===== src/rtl/toggle_req_gen.sv =====
// Debounced push-button front end: turns a bouncy button level into one
// single-cycle toggle request per accepted press, plus a press counter and busy flag.
module toggle_req_gen #(
    parameter int DEBOUNCE_CYCLES = 4,
    parameter int CNT_W           = 8,
    parameter int PCNT_W          = 8
) (
    input  logic              clk,
    input  logic              rst,
    input  logic              btn_in,
    output logic              t,
    output logic              busy,
    output logic [PCNT_W-1:0] press_count
);

    typedef enum logic [1:0] {
        IDLE       = 2'd0,
        DB_PRESS   = 2'd1,
        HELD       = 2'd2,
        DB_RELEASE = 2'd3
    } state_t;

    localparam logic [CNT_W-1:0] CNT_LAST = CNT_W'(DEBOUNCE_CYCLES - 1);

    state_t           state;
    logic             s1;
    logic             s2;
    logic             btn_sync;
    logic [CNT_W-1:0] cnt;

    assign btn_sync = s2;
    assign busy     = (state != IDLE);

    // The counter counts stable samples after the one that opened the
    // debounce window, so a level must be seen DEBOUNCE_CYCLES+1 times in a row.
    always_ff @(posedge clk) begin
        if (rst) begin
            s1          <= 1'b0;
            s2          <= 1'b0;
            state       <= IDLE;
            cnt         <= '0;
            t           <= 1'b0;
            press_count <= '0;
        end else begin
            s1 <= btn_in;
            s2 <= s1;
            t  <= 1'b0;
            case (state)
                IDLE: begin
                    if (btn_sync) begin
                        state <= DB_PRESS;
                        cnt   <= '0;
                    end
                end
                DB_PRESS: begin
                    if (!btn_sync) begin
                        state <= IDLE;
                    end else if (cnt == CNT_LAST) begin
                        state       <= HELD;
                        t           <= 1'b1;
                        press_count <= press_count + 1'b1;
                    end else begin
                        cnt <= cnt + 1'b1;
                    end
                end
                HELD: begin
                    if (!btn_sync) begin
                        state <= DB_RELEASE;
                        cnt   <= '0;
                    end
                end
                DB_RELEASE: begin
                    if (btn_sync) begin
                        state <= HELD;
                    end else if (cnt == CNT_LAST) begin
                        state <= IDLE;
                    end else begin
                        cnt <= cnt + 1'b1;
                    end
                end
                default: begin
                    state <= IDLE;
                    cnt   <= '0;
                end
            endcase
        end
    end

endmodule


===== config.mk =====
export PLATFORM = sky130hd
export DESIGN_NAME = toggle_req_gen
export DESIGN_NICKNAME = d
export VERILOG_FILES = /design/src/rtl/toggle_req_gen.sv
export SDC_FILE = /design/constraint.sdc
export NUM_CORES = 1
export LEC_CHECK = 0
export CORE_ASPECT_RATIO = 0.7
export CORE_MARGIN = 2
export CORE_UTILIZATION = 51
export CTS_CLUSTER_DIAMETER = 100
export CTS_CLUSTER_SIZE = 30
export DETAILED_ROUTE_END_ITERATION = 8
export PLACE_DENSITY = 0.8
export SLEW_MARGIN = 25
export SYNTH_ARGS = -nofsm -noshare
export SYNTH_HDL_FRONTEND = slang
export SYNTH_SLANG_ARGS = --single-unit
export TNS_END_PERCENT = 10

===== constraint.sdc =====
create_clock -name clk -period 2.1 [get_ports clk]
set_input_delay 0.315 -clock clk [delete_from_list [all_inputs] [get_ports clk]]
set_output_delay 0.315 -clock clk [all_outputs]
set_load 0.02 [all_outputs]

==> summary.md <==
| Metric | Value |
|---|---|
| Endpoints failing setup | 0 |
| Share of the synthesized area in the top cell type | 40.4% |
| Sequential area share after synthesis | 40.4% |
| Synthesis-stage register bit count | 21 |
| Clk sink count | 21 |
| Layout area overhead | 17.7% |
| Synth Warn # | 0 |
| IO Count | 13 |
| Fin crit share | about nine tenths |
| Syn Std Cell Area | approximately 1000 um^2 |
| Post-synthesis area per instance | approximately 9 um^2 |
| Max-slew violation count | 0 |
| CTS buffer count | 3 |
| Pre-CTS setup slack | ~0.16 ns |
| Worst hold path class | register to register |
| Syn Nets | roughly 120 |
| Root Driver | clkbuf_4 |
| Post-CTS Hold Buffers | 0 |
| Most common flop cell mapped by yosys | dfxtp_1 |
| Worst Max-Slew Pin Slew | 0.441 ns |
| Crit path required time | ~2.3 ns |
| Core area | around 1900 um^2 |
| Reg2Reg Setup Slack | roughly 0.24 ns |
| Clk Latency, worst-skew pair | 0.30 ns |
| Unique masters post-synth | 38 |
| Vias in the first global route | slightly below 800 |
| Drt wl/cell | roughly 15 um |
| Clock buffer depth | 2 |
| Worst-path clk slew | between 0.1 and 0.15 ns |
| Commonest non-fill, non-tap cell in the layout | dfxtp_1 |
| Leak | roughly 0.46 nW |
| Chip height | approximately 42 um |
| Grt ovf | 0 |
| Worst path arrival time | 2.10 ns |
| CTS tree | yes |
| DP HPWL | 1.68 mm |
| # fillers | around 150 |
| MaxCap Viol Count | 0 |
| First-pass GRT wire length | 3.77 mm |
| Start of the worst register-to-register path | cnt[0]$_SDFFE_PP0P_ |
| TritonRoute pass-1 iters | 4 |
| PD cells | 502 nW/um^2 |
| Cell row count | 13 |
| Clock skew | around 0.0027 ns |
| Worst Setup End Kind | register |
| Initial drt markers | 29 |
| Crit path time final | roughly 1.9 ns |
| Setup crit start | cnt[0]$_SDFFE_PP0P_ |
| Share of layout cells above drive strength 1 | under 10% |
| Hold Path Depth | 1 |
| Inserted Diodes | 0 |
| Initial Util | roughly 55% |
| Cell count after synthesis | 116 |
| Post-synth EDFFs | 0 |
| Final nets | roughly 140 |
| Initial antenna violation count | 0 |
| Die W | a little under 60 um |
| H-tree Lvls | 1 |
| Crit Path Class | register to register |
| Vias per cell | approximately 5.9 |
| Final hold vios | 0 |
| Vias | 913 |
| Max-slew headroom | a little over two thirds |
| Reg2Reg Depth | 6 |
| R2R Path End | press_count[7]$_SDFFE_PP0P_ |
| Top cells by area, synth | dfxtp_1 40%, a21oi_1 4.3%, nand3_1 3.8% |
| Post-CTS setup buffer count | 0 |
| All-Layer GR Usage | between 10% and 20% |
| Input/output buffers | 12 |
| CP max FO | 7 |
| Hold Startpoint | s1$_SDFF_PP0_ |
| Outcome | complete, no violations |
| Setup ws final | ~0.24 ns |
| Pin count of the biggest net entering global routing | 18 |
| Post-CTS Resized | 0 |
| RSZ-0062 raised after global routing | false |
| Commonest cells after routing, fill and taps aside | 21 x dfxtp_1, 12 x clkdlybuf4s50_1, 10 x nor2_1, 9 x a21oi_1, 8 x nand3_1 |
| Largest area contributor in the netlist | dfxtp_1 |
| Post-DRT Antenna Nets | 0 |
| Hold endpoint | btn_sync$_SDFF_PP0_ |
| Max Freq | approximately 0.54 GHz |
| TNS Setup | 0 ns |
| Async set-or-reset flop fraction in the synthesized netlist | 0% |
| VDD IR max | around 0.44 mV |
| Die Footprint | 2420 um^2 |
| GPL Wtd Cong | roughly 0.8 |
| CP startpoint kind | register |
| Remaining DRCs | 0 |
| WL final | 2.25 mm |
-- synth_stat cells (2+ instances only) --
cell and count:
dfxtp_1 21, nand2_1 7, a22o_1 2, ha_1 2
o21ai_0 5, a221o_1 3, xnor2_1 3, xor2_1 4
nor3_1 3, and2_1 2, a21oi_1 9, nor2b_1 2
and3_1 4, nand3_1 8, nor2_1 10, or3_1 5
inv_1 4, nand4_1 2
-- report_power, final --
group | total, W | internal (W) | switching (W) | leakage [nW]
clock | 0.000191 | 0.0000741 | 0.000117 | 0.0150
sequential | 0.000403 | 0.000401 | 0.00000246 | 0.170
combinational | 0.0000215 | 0.00000919 | 0.0000123 | 0.271
-- flip-flops by register name, summed over array words and instances (netlist names), named ones only --
name	count
cnt	8
s1	1
press_count	8
state	1
t	1
btn_sync	1
-- cell families after synthesis --
kind of cell / count (synthesis) / share of synthesized area, %
flip-flops: 21 / 40.4
multiplexers: 1 / 0.962
buffers and inverters: 7 / 2.64
AO/OA/AOI/OAI: 24 / 15.5
adder cells (fa/ha/maj): 2 / 2.40
XOR/XNOR: 7 / 5.89
AND/OR/NAND/NOR: 54 / 32.2
-- critical path: stages, from the launching register on --
cell and delay [ns]:
dfxtp_1 0.44, ha_1 0.28, nor4b_4 0.22, buf_4 0.19, nand4_2 0.13, or3_1 0.38
a21oi_1 0.15
-- layout make-up --
type / count / area, um^2 / area share (%)
clock buffer: 4 / 26.3 / 2.15
inverter: 4 / 15.0 / 1.23
multi-input combinational: 88 / 593 / 48.4
sequential: 21 / 420 / 34.3
tap: 22 / 27.5 / 2.25
timing repair buffer: 15 / 143 / 11.6
-- worst max-delay path by stage --
stage | end | slack, ns | cells after the start
2_1_floorplan | press_count[7]$_SDFFE_PP0P_ | 0.43 | 5
3_3_place_gp | press_count[7]$_SDFFE_PP0P_ | 0.30 | 5
3_5_place_dp | press_count[7]$_SDFFE_PP0P_ | 0.16 | 5
4_1_cts | press_count[7]$_SDFFE_PP0P_ | 0.14 | 5
5_1_grt | press_count[4]$_SDFFE_PP0P_ | 0.11 | 6
6_report | press_count[7]$_SDFFE_PP0P_ | 0.24 | 6
-- metrics by stage --
step | cell area (um^2) | total power [W] | hold WS (ns) | utilization (%) | std cells
6_report | 1220 | 0.000615 | 0.461 | 64.9 | 154
5_1_grt | 1220 | 0.000651 | 0.471 | 64.9 | 154
4_1_cts | 1220 | 0.000621 | 0.459 | 64.5 | 153
3_5_place_dp | 1190 | 0.000433 | 0.436 | 63.1 | 149
3_3_place_gp | 1190 | 0.000433 | 0.420 | 63.1 | 149
2_1_floorplan | 1040 | 0.000424 | 0.414 | - | 116
-- routing by layer --
| layer | vias to the layer above | part of all wire (%) | global-route usage [%] | wire length, um |
|---|---|---|---|---|
| li1 | 458 | - | - | - |
| met1 | 415 | 52 | 30.8 | 1170 |
| met2 | 38 | 41 | 28.2 | 916 |
| met3 | 2 | 6.9 | 5.61 | 154 |
| met4 | 0 | 0.27 | 1.40 | 6 |
| met5 | - | 0 | 0 | 0 |
Power figures use the tool's default switching activity.
